## src/rtl/lsu_mem_initiator.sv

```systemverilog
// lsu_mem_initiator: load/store initiator between execute and the data memory port.
// Takes one request at a time over a valid/ready handshake and issues a single
// doubleword read (loads) or a sized byte write (stores). Load data is aligned and
// sign/zero-extended, then one response per request is returned over a second
// valid/ready handshake.
// Ports:
//   iClock, iReset      clock, asynchronous active-high reset
//   iReqValid/oReqReady request handshake; iReqWr, iReqFunct3, iReqAddr, iReqWrData
//   oMemRdEn, oMemRdAddrLoad, iMemRdDataLoad   load read port (data one cycle after enable)
//   oMemWrEn, oMemWrAddr, oMemWrData, oMemWrLen write port (len in bytes 1/2/4/8)
//   oRespValid/iRespReady response handshake; oRespData, oRespErr
// Build option: define LSU_MISALIGN_CHECK_EN to turn misaligned accesses into an
// error response with no memory access. Without it misaligned accesses proceed.
module lsu_mem_initiator #(
  parameter int unsigned ADDR_W = 64,
  parameter int unsigned DATA_W = 64
) (
  input  logic              iClock,
  input  logic              iReset,
  input  logic              iReqValid,
  output logic              oReqReady,
  input  logic              iReqWr,
  input  logic [2:0]        iReqFunct3,
  input  logic [ADDR_W-1:0] iReqAddr,
  input  logic [DATA_W-1:0] iReqWrData,
  output logic              oMemRdEn,
  output logic [ADDR_W-1:0] oMemRdAddrLoad,
  input  logic [DATA_W-1:0] iMemRdDataLoad,
  output logic              oMemWrEn,
  output logic [ADDR_W-1:0] oMemWrAddr,
  output logic [DATA_W-1:0] oMemWrData,
  output logic [7:0]        oMemWrLen,
  output logic              oRespValid,
  input  logic              iRespReady,
  output logic [DATA_W-1:0] oRespData,
  output logic              oRespErr
);

  localparam int unsigned SHAMT_W = 6;

  typedef enum logic [2:0] {
    IDLE     = 3'd0,
    RD_ISSUE = 3'd1,
    RD_DATA  = 3'd2,
    WR_ISSUE = 3'd3,
    RESP     = 3'd4
  } state_t;

  state_t              state_q;
  state_t              state_d;
  logic [2:0]          funct3_q;
  logic [ADDR_W-1:0]   addr_q;
  logic [DATA_W-1:0]   wrdata_q;
  logic                req_fire;
  logic                misalign;
  logic [SHAMT_W-1:0]  shamt;
  logic [DATA_W-1:0]   shifted;
  logic [DATA_W-1:0]   load_ext;

  assign req_fire = (state_q == IDLE) && iReqValid;

  // Access-size alignment check on the incoming request
`ifdef LSU_MISALIGN_CHECK_EN
  always_comb begin
    misalign = 1'b0;
    case (iReqFunct3[1:0])
      2'b01:   misalign = iReqAddr[0];
      2'b10:   misalign = |iReqAddr[1:0];
      2'b11:   misalign = |iReqAddr[2:0];
      default: misalign = 1'b0;
    endcase
  end
`else
  assign misalign = 1'b0;
`endif

  // Byte-align the returned doubleword; bytes shifted past the top read as zero
  assign shamt   = {addr_q[2:0], 3'b000};
  assign shifted = iMemRdDataLoad >> shamt;

  // Size extraction and sign/zero extension by funct3
  always_comb begin
    load_ext = shifted;
    case (funct3_q)
      3'b000:  load_ext = {{(DATA_W-8){shifted[7]}},   shifted[7:0]};
      3'b001:  load_ext = {{(DATA_W-16){shifted[15]}}, shifted[15:0]};
      3'b010:  load_ext = {{(DATA_W-32){shifted[31]}}, shifted[31:0]};
      3'b100:  load_ext = {{(DATA_W-8){1'b0}},         shifted[7:0]};
      3'b101:  load_ext = {{(DATA_W-16){1'b0}},        shifted[15:0]};
      3'b110:  load_ext = {{(DATA_W-32){1'b0}},        shifted[31:0]};
      default: load_ext = shifted;
    endcase
  end

  // State register
  always_ff @(posedge iClock or posedge iReset) begin
    if (iReset) state_q <= IDLE;
    else        state_q <= state_d;
  end

  // Next-state logic
  always_comb begin
    state_d = state_q;
    case (state_q)
      IDLE: begin
        if (iReqValid) begin
          if (misalign)    state_d = RESP;
          else if (iReqWr) state_d = WR_ISSUE;
          else             state_d = RD_ISSUE;
        end
      end
      RD_ISSUE: state_d = RD_DATA;
      RD_DATA:  state_d = RESP;
      WR_ISSUE: state_d = RESP;
      RESP:     if (iRespReady) state_d = IDLE;
      default:  state_d = IDLE;
    endcase
  end

  // Outputs decoded from the registered state and request fields
  always_comb begin
    oReqReady      = 1'b0;
    oMemRdEn       = 1'b0;
    oMemRdAddrLoad = '0;
    oMemWrEn       = 1'b0;
    oMemWrAddr     = '0;
    oMemWrData     = '0;
    oMemWrLen      = '0;
    oRespValid     = 1'b0;
    case (state_q)
      IDLE:     oReqReady = 1'b1;
      RD_ISSUE: begin
        oMemRdEn       = 1'b1;
        oMemRdAddrLoad = {addr_q[ADDR_W-1:3], 3'b000};
      end
      WR_ISSUE: begin
        oMemWrEn   = 1'b1;
        oMemWrAddr = addr_q;
        oMemWrData = wrdata_q;
        oMemWrLen  = 8'd1 << funct3_q[1:0];
      end
      RESP:     oRespValid = 1'b1;
      default:  oReqReady = 1'b0;
    endcase
  end

  // Request capture and response registers; stores and errors respond with data 0
  always_ff @(posedge iClock or posedge iReset) begin
    if (iReset) begin
      funct3_q  <= '0;
      addr_q    <= '0;
      wrdata_q  <= '0;
      oRespData <= '0;
      oRespErr  <= 1'b0;
    end else if (req_fire) begin
      funct3_q  <= iReqFunct3;
      addr_q    <= iReqAddr;
      wrdata_q  <= iReqWrData;
      oRespData <= '0;
      oRespErr  <= misalign;
    end else if (state_q == RD_DATA) begin
      oRespData <= load_ext;
    end
  end

endmodule

```

## config.mk

```make
export PLATFORM = sky130hd
export DESIGN_NAME = lsu_mem_initiator
export DESIGN_NICKNAME = d
export VERILOG_FILES = /design/src/rtl/lsu_mem_initiator.sv
export SDC_FILE = /design/constraint.sdc
export NUM_CORES = 1
export LEC_CHECK = 0
export CORE_AREA = 2 2 183 185
export DETAILED_ROUTE_END_ITERATION = 8
export DIE_AREA = 0 0 185 187
export PLACE_DENSITY = 0.76
export SETUP_SLACK_MARGIN = 0.1
export SLEW_MARGIN = 25
export SYNTH_ARGS = -nofsm -noshare
export SYNTH_HDL_FRONTEND = slang
export SYNTH_SLANG_ARGS = --single-unit
```

## constraint.sdc

```tcl
create_clock -name iClock -period 10.95 [get_ports iClock]
set_input_delay 1.095 -clock iClock [delete_from_list [all_inputs] [get_ports iClock]]
set_output_delay 1.095 -clock iClock [all_outputs]
set_load 0.005 [all_outputs]
```

; ---- After elaboration in Yosys (flattened, before gate mapping)
; Index checks and enable logic that the tools add are counted.
[op_classes]
n_eq_ne = 11
n_shift = 2
mux = 15
reduce_logical = 6
[ops]
columns = operator, count
row1 = $pmux 64 s6, 1
row2 = $mux 64, 5
row3 = $shr 64x6->64, 1
row4 = $eq 3x3->1 const B, 4
row5 = $pmux 3 s4, 1
row6 = $eq 3x2->1 const B, 3
row7 = $mux 8, 1
row8 = $shl 1x2->8 const A, 1
row9 = $eq 3x1->1 const B, 2
row10 = $logic_not 3->1, 2
row11 = $mux 3, 2
row12 = $mux 1, 4
row13 = $ne 2x2->1 const B, 2
row14 = $mux 2, 1
row15 = $reduce_and 2->1, 1
row16 = $reduce_bool 2->1, 1
row17 = $reduce_or 2->1, 1
row18 = $logic_and 1x1->1, 1
[word_totals]
register_bits = 198
output_inout_bits = 269
word_cells = 39

; ---- Logic depth before layout (Yosys ltp)
[depth]
word_depth = 4
depth_mapped = 9

; ---- Worst setup path after synthesis
; Ideal clock, no wire load.
[synth_path]
path_type = input port to flip-flop
from = in iMemRdDataLoad[39]
to = reg oRespData[43]
setup_time_ns = 0.092
arrival_time_ns = 2.621
required_ns = 10.858
path_slack_ns = 8.237
cell_stages = 7
path_buffers = 2
path_cell_list = mux2i_1 -> mux4_2 -> or3_1 -> and4_4 -> buf_6 -> buf_6 -> o31ai_2
[synth_between]
elab_chain_cells = 4
[synth_lines]
columns = item, line_no
row1 = start: declaration, 28  ; input logic [DATA_W-1:0] iMemRdDataLoad,
row2 = $shr 64x6->64, 79  ; assign shifted = iMemRdDataLoad >> shamt;
row3 = $pmux 64 s6, 84  ; case (funct3_q)
row4 = $mux 64, 161  ; end else if (state_q == RD_DATA) begin
row5 = $mux 64, 155  ; end else if (req_fire) begin
row6 = end signal: assignment, 162  ; oRespData <= load_ext;
row7 = end: declaration, 35  ; output logic [DATA_W-1:0] oRespData,
; No other way between the ends. The select of a mux whose other input is x is not followed.
; A chain may end at the register's enable or synchronous reset.

; ---- Final worst setup path
[layout_path]
from = reg state_q[1]
to = out oMemWrData[16]
[layout_between]
elab_chain_cells = 2
[layout_lines]
columns = item, line_no
row1 = start: declaration, 49  ; state_t state_q;
row2 = start signal: assignment, 98  ; else state_q <= state_d;
row3 = $eq 3x2->1, 130  ; case (state_q)
row4 = $mux 64, 130
row5 = end: declaration, 31  ; output logic [DATA_W-1:0] oMemWrData,
; No other way between the ends.

==> results.sh <==
export IMPL_hpwlAfterDp_um=29000
export IMPL_async_reset_ff_frac=1.00
export IMPL_synth_edff_count=0
export IMPL_cts_hold_buf=0
export IMPL_antenna_found_initial=2
export IMPL_synth_warning_count=0
export IMPL_cts_made_buffers=17
export IMPL_avgSynthCellArea_um2=10.9
export IMPL_tightest_slew_ns=1.05
export IMPL_finalPower_w=0.00407
export IMPL_setup_viol=0
export IMPL_worstHoldStart="oRespData[6]$_DFFE_PP0P_"
export IMPL_clk_path_buf_depth=2
export IMPL_netlist_area_um2=10600
export IMPL_start_kind="register"
export IMPL_seq_power_share=0.335
export IMPL_core_um2=32900
export IMPL_die_w_um=185
export IMPL_num_vias=9514
export IMPL_drt_wirelength_per_cell_um=21.7
export IMPL_numPortBuffers=460
export IMPL_drive_gt1_frac=0.163
export IMPL_critical_path_peak_fanout=84
export IMPL_grt_setup_unrepaired="false"
export IMPL_finish_utilization=0.491
export IMPL_ys_ff_latch=198
export IMPL_peakVddDrop_uv=109
export IMPL_cap_viol_max_count=0
export IMPL_vias_per_cell=5.18
export IMPL_overflow=0
export IMPL_pin_count=469
export IMPL_cts_reportedPaths_clkPinSlew_ns=0.08
export IMPL_cts_sinks=198
export IMPL_diodes=0
export IMPL_internal_power_w=0.00248
export IMPL_rr_startpoint="addr_q[2]$_DFFE_PP0P_"
export IMPL_fmax_mhz=263
export IMPL_start_util=0.324
export IMPL_cts_tree="built"
export IMPL_criticalPathCategory="reg2out"
export IMPL_ys_seq_area_frac=0.465
export IMPL_h_tree_depth=4
export IMPL_period_share=0.348
export IMPL_p_sw_w=0.00158
export IMPL_clock_latency_ns=0.44
export IMPL_globalplace_congestion=0.897
export IMPL_firstDrtPassIters=5
export IMPL_die_height_um=187
export IMPL_relSlewSlack=0.298
export IMPL_regToRegSetupSlack_ns=7.81
export IMPL_status="finished, final reports clean"
export IMPL_synth_cell_types=42
export IMPL_post_cts_buffers=0
export IMPL_finalMaxSlewViolations=0
export IMPL_hp_class="reg2reg"
export IMPL_drtAntennaViolNets=0
export IMPL_finalClockSkew_ns=0.0104
export IMPL_synth_cells=981
export IMPL_finalHoldViolCount=0
export IMPL_area_growth_syn_to_layout_pct=51.5
export IMPL_cp_data_required_time_ns=9.86
export IMPL_fin_crit_ns=3.81
export IMPL_final_setup_tns_ns=0
export IMPL_grt_use_total=0.226
export IMPL_grt_max_degree=116
export IMPL_synthFlopType="dfrtp_1"
export IMPL_grt_pass1_vias=9683
export IMPL_p_sw_frac=0.389
export IMPL_rows=67
export IMPL_drtIter0Drc=639
export IMPL_powerDensity_nw_per_um2=252
export IMPL_critPathArrivalTime_ns=2.71
export IMPL_end_kind="output pin"
export IMPL_final_net_count=1576
export IMPL_dieArea_um2=34600
export IMPL_startpoint="state_q[1]$_DFFE_PP0P_"
export IMPL_final_cell_mix="clkdlybuf4s50_1, dfrtp_1, mux2_2"
export IMPL_cts_root_buf="clkbuf_16"
export IMPL_mostFrequentLayoutCell="clkdlybuf4s50_1"
export IMPL_combPwrFrac=0.506
export IMPL_clkPwrFrac=0.159
export IMPL_cts_resized=0
export IMPL_p_leak_nw=6.92
export IMPL_drc=0
export IMPL_grt_pass1_wl_um=59600
export IMPL_wirelength_um=39900
-- logic make-up after synthesis --
group           after synthesis  share of synthesized area
simple gates                339                      0.175
flops                       198                      0.465
mux                         188                      0.210
compound gates              145                      0.104
buf+inv                     110                     0.0458
other cells                   1                   0.000352
-- synth_stat cells (2+ instances only) --
master | number | area share
mux4_2 | 15 | 0.032
nand2b_1 | 10 | 0.0059
a22o_1 | 2 | 0.0016
nor3_1 | 5 | 0.0023
mux2i_1 | 40 | 0.038
a31o_2 | 7 | 0.0058
o21ai_0 | 44 | 0.021
o31ai_1 | 2 | 0.0014
mux2_2 | 133 | 0.14
a21o_1 | 2 | 0.0014
a221o_1 | 22 | 0.021
buf_1 | 3 | 0.0011
nor2b_1 | 17 | 0.010
nor2_1 | 19 | 0.0067
and3_1 | 127 | 0.075
clkbuf_1 | 75 | 0.026
o22ai_1 | 2 | 0.0012
buf_4 | 9 | 0.0063
a32o_1 | 7 | 0.0066
a21oi_1 | 17 | 0.0080
buf_6 | 3 | 0.0032
a211o_1 | 8 | 0.0066
o31ai_2 | 13 | 0.015
inv_1 | 5 | 0.0018
nor3b_1 | 4 | 0.0028
o2bb2ai_1 | 7 | 0.0058
a211oi_1 | 9 | 0.0063
nand2_1 | 87 | 0.031
dfrtp_1 | 198 | 0.47
buf_2 | 15 | 0.0070
and2_1 | 63 | 0.037
-- per-layer routing --
layer	up-vias	wire [um]	global-route usage
met2	425	20600	0.401
met4	2	934	0.0693
met1	4751	15200	0.267
li1	4290	-	-
met5	-	13	0
met3	46	3140	0.0565
-- sequential cells by signal, summed over array words and instances, names as in the netlist --
signal	flops
funct3_q	3
wrdata_q	64
oRespData	64
addr_q	64
state_q	3
-- worst max-delay path: stages, from the launching register on --
cell and delay [ns]:
dfrtp_1 0.50, nor2b_4 0.19, buf_4 0.42, buf_16 0.31, and3_1 0.21, clkdlybuf4s50_1 0.59
-- cell type report --
class	instances	area, um2
clock buffer	18	439
clock inverter	14	148
fill	2972	16700
inverter	5	26.3
multi-input combinational	680	5260
sequential	198	4960
tap	448	561
timing repair buffer	474	4730
-- through the flow --
stage	setup slack (ns)	hold slack, ns	area, um2	cells
3_3_place_gp	7.12	0.464	15500	1804
5_1_grt	6.99	0.514	16100	1837
2_1_floorplan	4.46	0.473	10700	988
6_report	7.14	0.482	16100	1837
3_5_place_dp	7.08	0.471	15500	1805
4_1_cts	7.11	0.490	16100	1837
-- power by group through the flow --
stage,sequential [W],clock [W],combinational [W]
after floorplan,0.00125,0,0.00127
after global placement,0.00136,0,0.00201
after detailed placement,0.00138,0,0.00206
after CTS,0.00136,0.000665,0.00207
after global routing,0.00141,0.000694,0.00220
final,0.00136,0.000648,0.00206
-- path summary, 6_finish.rpt --
kind | to | cells past startpoint
worst max-delay path | oMemWrData[16] | 5
worst min register to register | oRespData[6]$_DFFE_PP0P_ | 2
min in group asynchronous | wrdata_q[43]$_DFFE_PP0P_ | 2
worst min-delay path | oRespData[6]$_DFFE_PP0P_ | 2
max in group asynchronous | state_q[0]$_DFFE_PP0P_ | 3
worst max register to register | oRespData[24]$_DFFE_PP0P_ | 7
No activity file was read; power rests on OpenSTA's default activity.
